[config.mk]
export PLATFORM = sky130hd
export DESIGN_NAME = alu_req_initiator_flat
export DESIGN_NICKNAME = d
export VERILOG_FILES = /design/src/rtl/alu_req_initiator_pkg.sv /design/src/rtl/alu_req_initiator_if.sv /design/src/rtl/alu_req_initiator.sv /design/src/flat_wrapper.sv
export SDC_FILE = /design/constraint.sdc
export NUM_CORES = 1
export LEC_CHECK = 0
export CORE_MARGIN = 2
export CORE_UTILIZATION = 40
export CTS_CLUSTER_DIAMETER = 100
export DETAILED_ROUTE_END_ITERATION = 10
export PLACE_DENSITY = 0.85
export SLEW_MARGIN = 20
export SYNTH_ARGS = -nofsm -noshare
export SYNTH_HDL_FRONTEND = slang
export SYNTH_SLANG_ARGS = --single-unit
[constraint.sdc]
create_clock -name clk -period 2 [get_ports clk]
set_clock_uncertainty 0.1 [all_clocks]
set_input_delay 0.4 -clock clk [delete_from_list [all_inputs] [get_ports clk]]
set_output_delay 0.4 -clock clk [all_outputs]
set_load 0.03 [all_outputs]
[src/rtl/alu_req_initiator_pkg.sv]
// Shared ALU configuration: operation encoding, data width and the
// initiator FSM state type.
package alu_req_initiator_pkg;

  localparam int unsigned DATA_WIDTH = 32;
  localparam int unsigned OP_W       = 4;

  // Encoding 4'hF is never assigned to an operation.
  typedef enum logic [OP_W-1:0] {
    ADD = 4'h0,
    SUB = 4'h1,
    AND = 4'h2,
    OR  = 4'h3,
    XOR = 4'h4,
    SLL = 4'h5,
    SRL = 4'h6,
    SLT = 4'h7
  } ALUOp;

  typedef enum logic [1:0] {
    IDLE = 2'd0,
    WAIT = 2'd1,
    RESP = 2'd2
  } alu_init_state_t;

  function automatic logic is_legal_op(ALUOp op);
    case (op)
      ADD, SUB, AND, OR, XOR, SLL, SRL, SLT: return 1'b1;
      default:                               return 1'b0;
    endcase
  endfunction

endpackage

[src/rtl/alu_req_initiator_if.sv]
// Request, ALU operand/result and response signals of the ALU initiator.
interface alu_req_initiator_if #(
  parameter int unsigned DATA_WIDTH = 32,
  parameter int unsigned TAG_W      = 4
);
  import alu_req_initiator_pkg::*;

  logic                  req_valid;
  logic                  req_ready;
  logic [DATA_WIDTH-1:0] req_a;
  logic [DATA_WIDTH-1:0] req_b;
  ALUOp                  req_op;
  logic [TAG_W-1:0]      req_tag;

  logic [DATA_WIDTH-1:0] operandA;
  logic [DATA_WIDTH-1:0] operandB;
  ALUOp                  operation;
  logic [DATA_WIDTH-1:0] aluResult;

  logic                  rsp_valid;
  logic                  rsp_ready;
  logic [DATA_WIDTH-1:0] rsp_result;
  logic [TAG_W-1:0]      rsp_tag;
  logic                  rsp_err;

  modport master (
    input  req_valid, req_a, req_b, req_op, req_tag, aluResult, rsp_ready,
    output req_ready, operandA, operandB, operation,
           rsp_valid, rsp_result, rsp_tag, rsp_err
  );

  modport slave (
    output req_valid, req_a, req_b, req_op, req_tag, aluResult, rsp_ready,
    input  req_ready, operandA, operandB, operation,
           rsp_valid, rsp_result, rsp_tag, rsp_err
  );

endinterface

[src/rtl/alu_req_initiator.sv]
// Initiator side of the ALU interface: accepts requests, drives registered
// operands, samples the result after ALU_LAT cycles and returns it tagged.
module alu_req_initiator #(
  parameter int unsigned DATA_WIDTH = alu_req_initiator_pkg::DATA_WIDTH,
  parameter int unsigned ALU_LAT    = 0,
  parameter int unsigned TAG_W      = 4,
  parameter int unsigned CNT_W      = 16
) (
  input  logic                 clk,
  input  logic                 rst_n,
  alu_req_initiator_if.master  bus,
  output logic                 busy,
  output logic [CNT_W-1:0]     op_count
);
  import alu_req_initiator_pkg::*;

  localparam int unsigned WAIT_W = 3;

  alu_init_state_t       stateQ, stateD;
  logic [WAIT_W-1:0]     waitCnt;
  logic [DATA_WIDTH-1:0] opAQ, opBQ, rspResultQ;
  ALUOp                  opQ;
  logic [TAG_W-1:0]      tagQ;
  logic                  rspErrQ;
  logic [CNT_W-1:0]      opCountQ;

  logic reqReady, accept, reqLegal, rspFire, capture;

  assign reqLegal = is_legal_op(bus.req_op);

  // Next state; a response handshake may accept a new request in the same cycle.
  always_comb begin
    stateD   = stateQ;
    reqReady = 1'b0;
    rspFire  = 1'b0;
    capture  = 1'b0;
    accept   = 1'b0;
    case (stateQ)
      IDLE: reqReady = 1'b1;
      WAIT: begin
        capture = (waitCnt == '0);
        if (capture) stateD = RESP;
      end
      RESP: begin
        reqReady = bus.rsp_ready;
        rspFire  = bus.rsp_ready;
        if (rspFire) stateD = IDLE;
      end
      default: stateD = IDLE;
    endcase
    accept = bus.req_valid && reqReady;
    if (accept) stateD = reqLegal ? WAIT : RESP;
  end

  always_ff @(posedge clk or negedge rst_n) begin
    if (!rst_n) stateQ <= IDLE;
    else        stateQ <= stateD;
  end

  // Operand, response and counter registers.
  always_ff @(posedge clk or negedge rst_n) begin
    if (!rst_n) begin
      opAQ       <= '0;
      opBQ       <= '0;
      opQ        <= ADD;
      tagQ       <= '0;
      waitCnt    <= '0;
      rspResultQ <= '0;
      rspErrQ    <= 1'b0;
      opCountQ   <= '0;
    end else begin
      if (accept) begin
        tagQ <= bus.req_tag;
        if (reqLegal) begin
          opAQ    <= bus.req_a;
          opBQ    <= bus.req_b;
          opQ     <= bus.req_op;
          waitCnt <= WAIT_W'(ALU_LAT);
        end else begin
          rspResultQ <= '0;
          rspErrQ    <= 1'b1;
        end
      end else if (capture) begin
        rspResultQ <= bus.aluResult;
        rspErrQ    <= 1'b0;
      end else if (stateQ == WAIT) begin
        waitCnt <= waitCnt - WAIT_W'(1);
      end
      if (rspFire) opCountQ <= opCountQ + CNT_W'(1);
    end
  end

  assign bus.req_ready  = reqReady;
  assign bus.operandA   = opAQ;
  assign bus.operandB   = opBQ;
  assign bus.operation  = opQ;
  assign bus.rsp_valid  = (stateQ == RESP);
  assign bus.rsp_result = rspResultQ;
  assign bus.rsp_tag    = tagQ;
  assign bus.rsp_err    = rspErrQ;
  assign busy           = (stateQ != IDLE);
  assign op_count       = opCountQ;

endmodule

[src/flat_wrapper.sv]
// flat-port wrapper written by rule: the top's interface ports become plain ports
module alu_req_initiator_flat import alu_req_initiator_pkg::*;
#(
  parameter int unsigned DATA_WIDTH = alu_req_initiator_pkg::DATA_WIDTH,
  parameter int unsigned ALU_LAT    = 0,
  parameter int unsigned TAG_W      = 4,
  parameter int unsigned CNT_W      = 16
)
  (clk, rst_n, busy, op_count, bus_req_valid, bus_req_a, bus_req_b, bus_req_op, bus_req_tag, bus_aluResult, bus_rsp_ready, bus_req_ready, bus_operandA, bus_operandB, bus_operation, bus_rsp_valid, bus_rsp_result, bus_rsp_tag, bus_rsp_err);
  alu_req_initiator_if #(.DATA_WIDTH(DATA_WIDTH), .TAG_W(TAG_W)) bus_i ();
  input  logic clk;
  input  logic rst_n;
  output logic busy;
  output logic [CNT_W-1:0] op_count;
  input wire logic [$bits(bus_i.req_valid)-1:0] bus_req_valid;
  input wire logic [$bits(bus_i.req_a)-1:0] bus_req_a;
  input wire logic [$bits(bus_i.req_b)-1:0] bus_req_b;
  input wire logic [$bits(bus_i.req_op)-1:0] bus_req_op;
  input wire logic [$bits(bus_i.req_tag)-1:0] bus_req_tag;
  input wire logic [$bits(bus_i.aluResult)-1:0] bus_aluResult;
  input wire logic [$bits(bus_i.rsp_ready)-1:0] bus_rsp_ready;
  output wire logic [$bits(bus_i.req_ready)-1:0] bus_req_ready;
  output wire logic [$bits(bus_i.operandA)-1:0] bus_operandA;
  output wire logic [$bits(bus_i.operandB)-1:0] bus_operandB;
  output wire logic [$bits(bus_i.operation)-1:0] bus_operation;
  output wire logic [$bits(bus_i.rsp_valid)-1:0] bus_rsp_valid;
  output wire logic [$bits(bus_i.rsp_result)-1:0] bus_rsp_result;
  output wire logic [$bits(bus_i.rsp_tag)-1:0] bus_rsp_tag;
  output wire logic [$bits(bus_i.rsp_err)-1:0] bus_rsp_err;
  assign bus_i.req_valid = bus_req_valid;
  assign bus_i.req_a = bus_req_a;
  assign bus_i.req_b = bus_req_b;
  assign bus_i.req_op = bus_req_op;
  assign bus_i.req_tag = bus_req_tag;
  assign bus_i.aluResult = bus_aluResult;
  assign bus_i.rsp_ready = bus_rsp_ready;
  assign bus_req_ready = bus_i.req_ready;
  assign bus_operandA = bus_i.operandA;
  assign bus_operandB = bus_i.operandB;
  assign bus_operation = bus_i.operation;
  assign bus_rsp_valid = bus_i.rsp_valid;
  assign bus_rsp_result = bus_i.rsp_result;
  assign bus_rsp_tag = bus_i.rsp_tag;
  assign bus_rsp_err = bus_i.rsp_err;
  alu_req_initiator #(.DATA_WIDTH(DATA_WIDTH), .ALU_LAT(ALU_LAT), .TAG_W(TAG_W), .CNT_W(CNT_W)) u_core (.clk(clk), .rst_n(rst_n), .bus(bus_i), .busy(busy), .op_count(op_count));
endmodule
==> flow_metrics.py, run 1 <==
metrics = {
    "global_routing": {
        "grtUsageMet2": 0.327,
        "grt_overflow": 0,
        "first_global_vias": 3874,
        "use_met3": 0.0895,
        "groute.usage.overall": 0.197,
        "antenna_found_initial": 0,
        "grt_busiest_layer": "met2",
        "use_met1": 0.222,
        "grt_max_degree": 127,
        "grt_first_pass_wirelength_um": 19700,
    },
    "yosys": {
        "synthArstFlopShare": 1.00,
        "synth_top_family_by_area": "multiplexers",
        "synth_flop_cell": "dfrtp_1",
        "yosysMostFrequentCell": "dfrtp_1",
        "muxShareOfSynthArea": 0.171,
        "synth_top_area_frac": 0.645,
        "ys_types": 35,
        "avgSynthCellArea_sq_um": 15.3,
        "synth_seq_cells": 126,
        "synthTopCellsByCount": "126 x dfrtp_1, 64 x mux2_2, 32 x a22o_1",
        "synth_compound_area_frac": 0.0666,
        "yosys_warnings": 0,
        "synth_simple_gate_area_share": 0.0535,
        "ys_seq_area_frac": 0.645,
        "syn_area_sq_um": 4880,
        "yosysTopAreaCell": "dfrtp_1",
        "synth_fa_ha_area_frac": 0.00768,
        "synthTopCellsByArea": "dfrtp_1 65%, mux2_2 15%, a22o_1 5.7%, mux2_4 2.2%, buf_6 1.8%",
        "synth_edf_count": 0,
        "syn_inst": 320,
        "synth_nets": 431,
        "synth_xor_area_frac": 0.0269,
    },
    "sta": {
        "drv_slew": 0,
        "fmax_ghz": 0.507,
        "fin_hold_ws_ns": -0.0322,
        "slew_headroom": 0.537,
        "hold_viol": 39,
        "setup_viol": 0,
        "period_share": 0.987,
        "fin_ws_ns": 0.0269,
        "worst_pin_slew_ns": 0.694,
        "fin_tns_setup_ns": 0,
        "finalCriticalPeriod_ns": 1.97,
    },
    "floorplanning": {
        "ios": 232,
        "rows": 40,
        "die_area_sq_um": 13100,
        "core_sq_um": 12000,
        "fp.dieH_um": 115,
        "start_util": 0.408,
        "die-width_um": 115,
    },
    "critical_path": {
        "critPathKind": "reg -> out",
        "end_kind": "output pin",
        "slowest_delay_ns": 0.70,
        "critPathMaxFanout": 2,
        "worstPathRequired_ns": 1.50,
        "path_buf_inv": 1,
        "reg2reg_slack_ns": 0.22,
        "crit_chain": "clkdlybuf4s50_1",
        "crit_path_start_kind": "register",
        "crit_family": "buffers and inverters",
        "crit_path_top_delay_cell": "clkdlybuf4s50_1",
        "arrival_ns": 1.47,
    },
    "clock_tree": {
        "clk_pin_slew_ns": 0.06,
        "cts.sinks": 126,
        "numCtsBuffers": 17,
        "clock_latency_ns": 0.42,
        "cts_buffer_depth": 2,
        "htreeDepth": 4,
        "cts_tree": "done",
        "cts_root_buf": "clkbuf_16",
        "postCtsSetupRepairBufs": 0,
    },
    "placed_design": {
        "io_buffers": 231,
        "routabilityCongestion": 0.787,
        "hpwl_um": 9100,
        "dp_slack_ns": -0.213,
    },
    "route": {
        "firstDrtPassIters": 4,
        "wl_per_cell_um": 17.2,
        "first_iter_violations": 96,
        "ant_nets": 0,
        "routed_wl_um": 12700,
        "drcViolationCount": 0,
        "viasPerCell": 4.91,
        "via_count": 3629,
    },
    "power_and_ir_drop": {
        "p_leak_nw": 3.96,
        "p_switching_mw": 5.25,
        "cellPowerDensity_nw_per_um2": 1730,
        "p_comb_frac": 0.453,
        "clkPwrFrac": 0.247,
        "ir_drop_mv": 1.13,
        "p_int_mw": 9.02,
        "swShare": 0.368,
        "seqPwrFrac": 0.300,
    },
    "finish": {
        "antenna_cells": 0,
        "drive_above_1_share": 0.233,
        "nets": 690,
        "multiInputGateArea_sq_um": 1600,
        "syn2layout_area_growth_pct": 68.7,
        "regArea_sq_um": 3150,
        "fill_cells": 816,
    },
    "run_status": {
        "violations": "negative hold slack",
        "status": "finished, violations left",
    },
    "worst_hold_path": {
        "hold_path.class": "in -> async",
    },
    "flow_run": {
        "cap_violations": 0,
    },
}
area by class of cell:
class | count | area share
timing repair buffer | 255 | 0.315
sequential | 126 | 0.383
multi-input combinational | 173 | 0.194
inverter | 6 | 0.00273
clock buffer | 19 | 0.0550
clock inverter | 13 | 0.0285
tap | 147 | 0.0223
layer usage:
layer | part of all wire | up-vias | wire length, um
met2 | 0.50 | 171 | 6310
met4 | 0.020 | 0 | 249
met1 | 0.38 | 1767 | 4850
li1 | - | 1670 | -
met5 | 0 | - | 0
met3 | 0.10 | 21 | 1270
power by group through the flow:
stage | clock network, mW | registers [mW] | logic, mW
finish | 3.52 | 4.28 | 6.46
floorplan | 0 | 6.27 | 1.64
global route | 3.72 | 4.42 | 6.79
global placement | 0 | 4.25 | 6.48
CTS | 3.58 | 4.30 | 6.57
detailed placement | 0 | 4.32 | 6.61
cell usage in the layout (no fill, tap or decap), drive strengths merged, types with 7 or more instances in the layout:
master	Yosys	final
clkdlybuf4s50	0	178
dlygate4sd2	0	22
dlymetal6s2s	0	28
dfrtp	126	126
inv	6	7
buf	9	26
a22o	32	32
xnor2	10	10
clkbuf	6	19
mux2	71	71
nand2	14	14
sequential cells by signal (all words and copies together) (netlist names):
register / flops
u_core.bus.operandB: 32
u_core.waitCnt: 3
u_core.bus.rsp_err: 1
u_core.bus.rsp_result: 32
u_core.bus.operandA: 32
u_core.op_count: 16
u_core.bus.rsp_tag: 4
u_core.stateQ: 2
u_core.bus.operation: 4
per-stage QoR:
step           instances   util  instance area [sq um]  power, mW
2_1_floorplan        320      -                   4880       7.91
3_3_place_gp         707  0.628                   7510       10.7
3_5_place_dp         707  0.628                   7510       10.9
4_1_cts              739  0.683                   8170       14.5
5_1_grt              739  0.689                   8240       14.9
6_report             739  0.689                   8240       14.3
logic make-up (layout without fill, tap and decap cells):
| kind of cell | after synthesis | in the layout |
|---|---|---|
| AND/OR/NAND/NOR | 44 | 44 |
| buffers and inverters | 21 | 293 |
| adder cells (fa/ha/maj) | 3 | 3 |
| multiplexers | 72 | 72 |
| XOR/XNOR | 15 | 15 |
| flip-flops | 126 | 126 |
| AO/OA/AOI/OAI | 39 | 39 |
timing repair:
action | 4_1_cts | 5_1_grt
resized for setup | 25 | 29
pin swaps | 0 | 0
endpoints found under the setup margin | 23 | 29
hold buffers | 0 | 0
worst paths after layout:
kind,start,to,cells after the start
max,u_core.bus.rsp_result[25],bus_rsp_result[25],1
min,rst_n,u_core.op_count[0],2
max reg2reg,u_core.stateQ[0],u_core.op_count[11],6
min reg2reg,u_core.op_count[15],u_core.op_count[15],1
max in group asynchronous,rst_n,u_core.bus.rsp_result[28],2
min in group clk,u_core.op_count[15],u_core.op_count[15],1
Note: power is estimated with default switching activity, not from simulation.
==> run 2, diff against run 1 <==
--- a/config.mk
+++ b/config.mk
@@ -10,6 +10,7 @@
 export CTS_CLUSTER_DIAMETER = 100
 export DETAILED_ROUTE_END_ITERATION = 10
 export PLACE_DENSITY = 0.85
+export RECOVER_POWER = 25
 export SLEW_MARGIN = 20
 export SYNTH_ARGS = -nofsm -noshare
 export SYNTH_HDL_FRONTEND = slang
==> run 2 against run 1 <==
Critical endpoint unchanged. Clock power barely moved. Highest routed layer unchanged. First-iteration DRC count is the same. Via count unchanged. Global-route usage unchanged. Setup slack stayed put. Sequential power about the same. The run ends with max-capacitance violations, max-slew violations left. Power about the same. Critical path depth unchanged. Final cell count unchanged. Fmax stayed put. Register-to-register slack about the same.
==> flow_metrics.py, run 2 (synthesis results as in run 1) <==
metrics = {
    "clock_tree": {
        "clk_pin_slew_ns": 0.06,
        "cts_buffer_depth": 2,
        "clock_latency_ns": 0.42,
        "htreeDepth": 4,
        "cts_root_buf": "clkbuf_16",
        "cts.sinks": 126,
        "numCtsBuffers": 17,
        "cts_tree": "done",
        "postCtsSetupRepairBufs": 0,
    },
    "run_status": {
        "violations": "max-capacitance violations, max-slew violations",
        "status": "finished, violations left",
    },
    "finish": {
        "syn2layout_area_growth_pct": 68.4,
        "nets": 690,
        "drive_above_1_share": 0.233,
        "antenna_cells": 0,
        "final_common_cell": "clkdlybuf4s50_1",
        "layout_common_cells": "178 x clkdlybuf4s50_1, 126 x dfrtp_1, 64 x mux2_2",
        "fill_cells": 818,
    },
    "sta": {
        "hold_viol": 0,
        "setup_viol": 0,
        "fin_tns_setup_ns": 0,
        "worst_pin_slew_ns": 1.58,
        "fin_hold_ws_ns": 0.369,
        "fmax_ghz": 0.507,
        "drv_slew": 127,
        "slew_headroom": -0.0561,
        "finalCriticalPeriod_ns": 1.97,
        "period_share": 0.987,
    },
    "global_routing": {
        "groute.usage.overall": 0.197,
        "grt_first_pass_wirelength_um": 19700,
        "grt_overflow": 0,
        "antenna_found_initial": 0,
        "grt_max_degree": 127,
        "first_global_vias": 3874,
    },
    "route": {
        "ant_nets": 0,
        "wl_per_cell_um": 17.2,
        "via_count": 3629,
        "viasPerCell": 4.91,
        "firstDrtPassIters": 4,
        "routed_wl_um": 12700,
        "first_iter_violations": 96,
        "drcViolationCount": 0,
    },
    "critical_path": {
        "slowest_delay_ns": 0.70,
        "critPathKind": "reg -> out",
        "critPathMaxFanout": 2,
        "path_buf_inv": 1,
        "end_kind": "output pin",
        "worstPathRequired_ns": 1.50,
        "arrival_ns": 1.47,
        "crit_family": "buffers and inverters",
        "crit_path_start_kind": "register",
        "crit_chain": "clkdlybuf4s50_1",
        "crit_path_top_delay_cell": "clkdlybuf4s50_1",
    },
    "placed_design": {
        "hpwl_um": 9100,
        "io_buffers": 231,
        "routabilityCongestion": 0.787,
    },
    "floorplanning": {
        "start_util": 0.408,
        "die_area_sq_um": 13100,
        "rows": 40,
        "die-width_um": 115,
        "fp.dieH_um": 115,
        "ios": 232,
        "core_sq_um": 12000,
    },
    "worst_hold_path": {
        "hold_path.class": "in -> async",
    },
    "power_and_ir_drop": {
        "ir_drop_mv": 1.13,
        "cellPowerDensity_nw_per_um2": 1730,
        "p_leak_nw": 3.95,
    },
    "flow_run": {
        "cap_violations": 1,
    },
}
[run 2: worst paths after layout]
kind	cells past startpoint	start	end	slack (ns)
min reg2reg	1	u_core.op_count[15]	u_core.op_count[15]	0.37
max reg2reg	6	u_core.stateQ[0]	u_core.op_count[11]	0.22
max	1	u_core.bus.rsp_result[25]	bus_rsp_result[25]	0.03
min	2	rst_n	u_core.op_count[0]	0.37
max in group asynchronous	2	rst_n	u_core.bus.rsp_result[28]	0.39
min in group clk	1	u_core.op_count[15]	u_core.op_count[15]	0.37
[run 2: timing repair]
item | 4_1_cts | 5_1_grt
pin swaps | 0 | 0
gates cloned | 0 | 0
hold buffers | 0 | 0
setup endpoints to repair | 23 | 29
gates resized for setup | 25 | 29
[run 2: layout make-up]
cell class / count / area [sq um] / share of cell area
well taps: 147 / 184 / 0.0224
flip-flops and latches: 126 / 3150 / 0.383
repair buffers: 255 / 2580 / 0.314
inverters: 6 / 22.5 / 0.00274
multi-input cells: 173 / 1600 / 0.194
clock buffers: 19 / 453 / 0.0550
clock inverters: 13 / 235 / 0.0286
[run 2: per-stage QoR]
step | power (mW) | cell area, sq um | setup slack [ns] | util | instances
final | 14.3 | 8230 | 0.0269 | 0.688 | 739
after global routing | 14.9 | 8230 | -0.00277 | 0.688 | 739
after CTS | 14.5 | 8170 | 0.00243 | 0.683 | 739
after floorplan | 7.91 | 4880 | 0.0835 | - | 320
after detailed placement | 10.9 | 7510 | -0.213 | 0.628 | 707
after global placement | 10.7 | 7510 | -0.190 | 0.628 | 707
[run 2: routing by layer]
metal | share of wire | up-vias | wire length [um] | global-route usage
li1 | - | 1670 | - | -
met1 | 0.38 | 1767 | 4850 | 0.222
met2 | 0.50 | 171 | 6310 | 0.327
met3 | 0.10 | 21 | 1270 | 0.0895
met4 | 0.020 | 0 | 249 | 0.0780
met5 | 0 | - | 0 | 0
[run 2: report_power, final]
group	switching (mW)	internal, mW	leakage [nW]
combinational	3.48	2.98	2.06
clock	1.11	2.41	0.330
sequential	0.652	3.63	1.57
==> run 3, diff against run 2 <==
--- a/config.mk
+++ b/config.mk
@@ -5,11 +5,14 @@
 export SDC_FILE = /design/constraint.sdc
 export NUM_CORES = 1
 export LEC_CHECK = 0
+export CELL_PAD_IN_SITES_DETAIL_PLACEMENT = 0
+export CELL_PAD_IN_SITES_GLOBAL_PLACEMENT = 1
 export CORE_MARGIN = 2
-export CORE_UTILIZATION = 40
+export CORE_UTILIZATION = 32
 export CTS_CLUSTER_DIAMETER = 100
+export CTS_CLUSTER_SIZE = 12
 export DETAILED_ROUTE_END_ITERATION = 10
-export PLACE_DENSITY = 0.85
+export PLACE_DENSITY = 0.86
 export RECOVER_POWER = 25
 export SLEW_MARGIN = 20
 export SYNTH_ARGS = -nofsm -noshare
==> run 3 against run 2 <==
The flow now finishes without violations. Via count fell by 1.8%. First-iteration DRC count rose by 19%. Final cell count rose by 5.5%. Clock power fell by 15%. Register-to-register slack got worse by 0.02 ns. Power fell by 3.2%. Fmax rose by 0.92%. Global-route usage fell by 4.0 points. Setup slack improved by 0.018 ns. Combinational power rose by 1%. Count of clock-buffer cells in the layout rose by 1. Largest cell class unchanged. Highest routed layer unchanged.
==> flow_metrics.py, run 3 (synthesis results as in run 1) <==
metrics = {
    "run_status": {
        "status": "finished, final reports clean",
    },
    "route": {
        "first_iter_violations": 114,
        "wl_per_cell_um": 16.0,
        "drcViolationCount": 0,
        "dr_wl_met3_um": 1070,
        "met2_length_um": 6110,
        "ant_nets": 0,
        "firstDrtPassIters": 4,
        "viasPerCell": 4.57,
        "via_count": 3562,
        "m1WireLength_um": 5080,
        "dr.max_layer_used": "met4",
        "routed_wl_um": 12500,
    },
    "global_routing": {
        "grt_overflow": 0,
        "grt_first_pass_wirelength_um": 19800,
        "grt_max_degree": 52,
        "antenna_found_initial": 0,
        "first_global_vias": 3884,
        "groute.usage.overall": 0.157,
    },
    "critical_path": {
        "slowest_delay_ns": 0.70,
        "arrival_ns": 1.46,
        "critPathMaxFanout": 2,
        "path_buf_inv": 1,
        "critPathKind": "reg -> out",
        "regToRegEndpoint": "u_core.bus.operandA[6]",
        "r2r_cells": 5,
        "reg2reg_slack_ns": 0.20,
        "worstPathRequired_ns": 1.50,
        "crit_path_start_kind": "register",
        "end_kind": "output pin",
        "crit_path_top_delay_cell": "clkdlybuf4s50_1",
        "reg2reg_from": "u_core.stateQ[1]",
        "crit_chain": "clkdlybuf4s50_1",
        "crit_family": "buffers and inverters",
        "critPathLaunch": "u_core.bus.operandA[1]",
    },
    "floorplanning": {
        "ios": 232,
        "die_area_sq_um": 16300,
        "rows": 45,
        "die-width_um": 128,
        "fp.dieH_um": 128,
        "core_sq_um": 15000,
        "start_util": 0.325,
    },
    "finish": {
        "utilization": 0.546,
        "antenna_cells": 0,
        "drive_above_1_share": 0.230,
        "fin_cells": 780,
        "regArea_sq_um": 3150,
        "nets": 693,
        "stdcell_area_sq_um": 8210,
        "fill_cells": 1242,
        "multiInputGateArea_sq_um": 1600,
        "final_common_cell": "clkdlybuf4s50_1",
        "syn2layout_area_growth_pct": 68.1,
        "layout_common_cells": "190 x clkdlybuf4s50_1, 125 x dfrtp_1, 64 x mux2_2",
    },
    "placed_design": {
        "io_buffers": 231,
        "routabilityCongestion": 0.810,
        "placed_cells": 750,
        "dp_slack_ns": -0.259,
        "place_area_sq_um": 7610,
        "hpwl_um": 9220,
    },
    "clock_tree": {
        "numCtsBuffers": 17,
        "htreeDepth": 4,
        "cts_tree": "done",
        "postCtsSetupRepairBufs": 0,
        "cts_buffer_depth": 2,
        "clk_pin_slew_ns": 0.05,
        "cts_root_buf": "clkbuf_16",
        "clock_latency_ns": 0.41,
        "cts.sinks": 126,
    },
    "power_and_ir_drop": {
        "p_leak_nw": 3.84,
        "ir_drop_mv": 1.02,
        "total_power_mw": 13.8,
        "cellPowerDensity_nw_per_um2": 1680,
    },
    "sta": {
        "grt_setup_unrepaired": "yes",
        "slew_headroom": 0.444,
        "worst_pin_slew_ns": 0.833,
        "hold_viol": 0,
        "fin_ws_ns": 0.0449,
        "finalCriticalPeriod_ns": 1.96,
        "period_share": 0.978,
        "setup_viol": 0,
        "fmax_ghz": 0.511,
        "fin_hold_ws_ns": 0.370,
        "drv_slew": 0,
        "fin_tns_setup_ns": 0,
    },
    "flow_run": {
        "cap_violations": 0,
    },
    "worst_hold_path": {
        "hold_path.class": "reg -> reg",
        "hold_end": "u_core.op_count[15]",
        "holdPathStages": 1,
        "min-delay-start": "u_core.op_count[15]",
    },
}
run 3: worst max path at each step:
| stage | end | depth (start not counted) |
|---|---|---|
| floorplan | u_core.bus.rsp_tag[0] | 5 |
| global placement | u_core.bus.operandB[5] | 6 |
| detailed placement | u_core.bus.operandA[27] | 6 |
| CTS | bus_rsp_err | 1 |
| global route | busy | 2 |
| finish | bus_operandA[1] | 1 |
run 3: final cells by class:
type / instances / area share
multi-input cells: 173 / 0.195
flip-flops and latches: 126 / 0.384
clock inverters: 9 / 0.0146
clock buffers: 20 / 0.0544
inverters: 6 / 0.00274
well taps: 188 / 0.0286
repair buffers: 258 / 0.320
run 3: metal layers:
metal  global-route usage  up-vias
met3               0.0712       22
met4               0.0653        0
met2                0.254      155
met5                    0        -
met1                0.180     1721
li1                     -     1664
run 3: power breakdown:
part           internal (mW)  switching [mW]  total, mW
Sequential              3.63           0.624       4.26
Combinational           3.07            3.48       6.54
Clock                   1.95            1.05       3.00
Total                   8.65            5.15       13.8
run 3: timing repair:
item	4_1_cts	5_1_grt
pin swaps	0	0
resized for setup	21	24
endpoints found under the hold margin	32	0
hold buffers	1	0
endpoints found under the setup margin	18	24
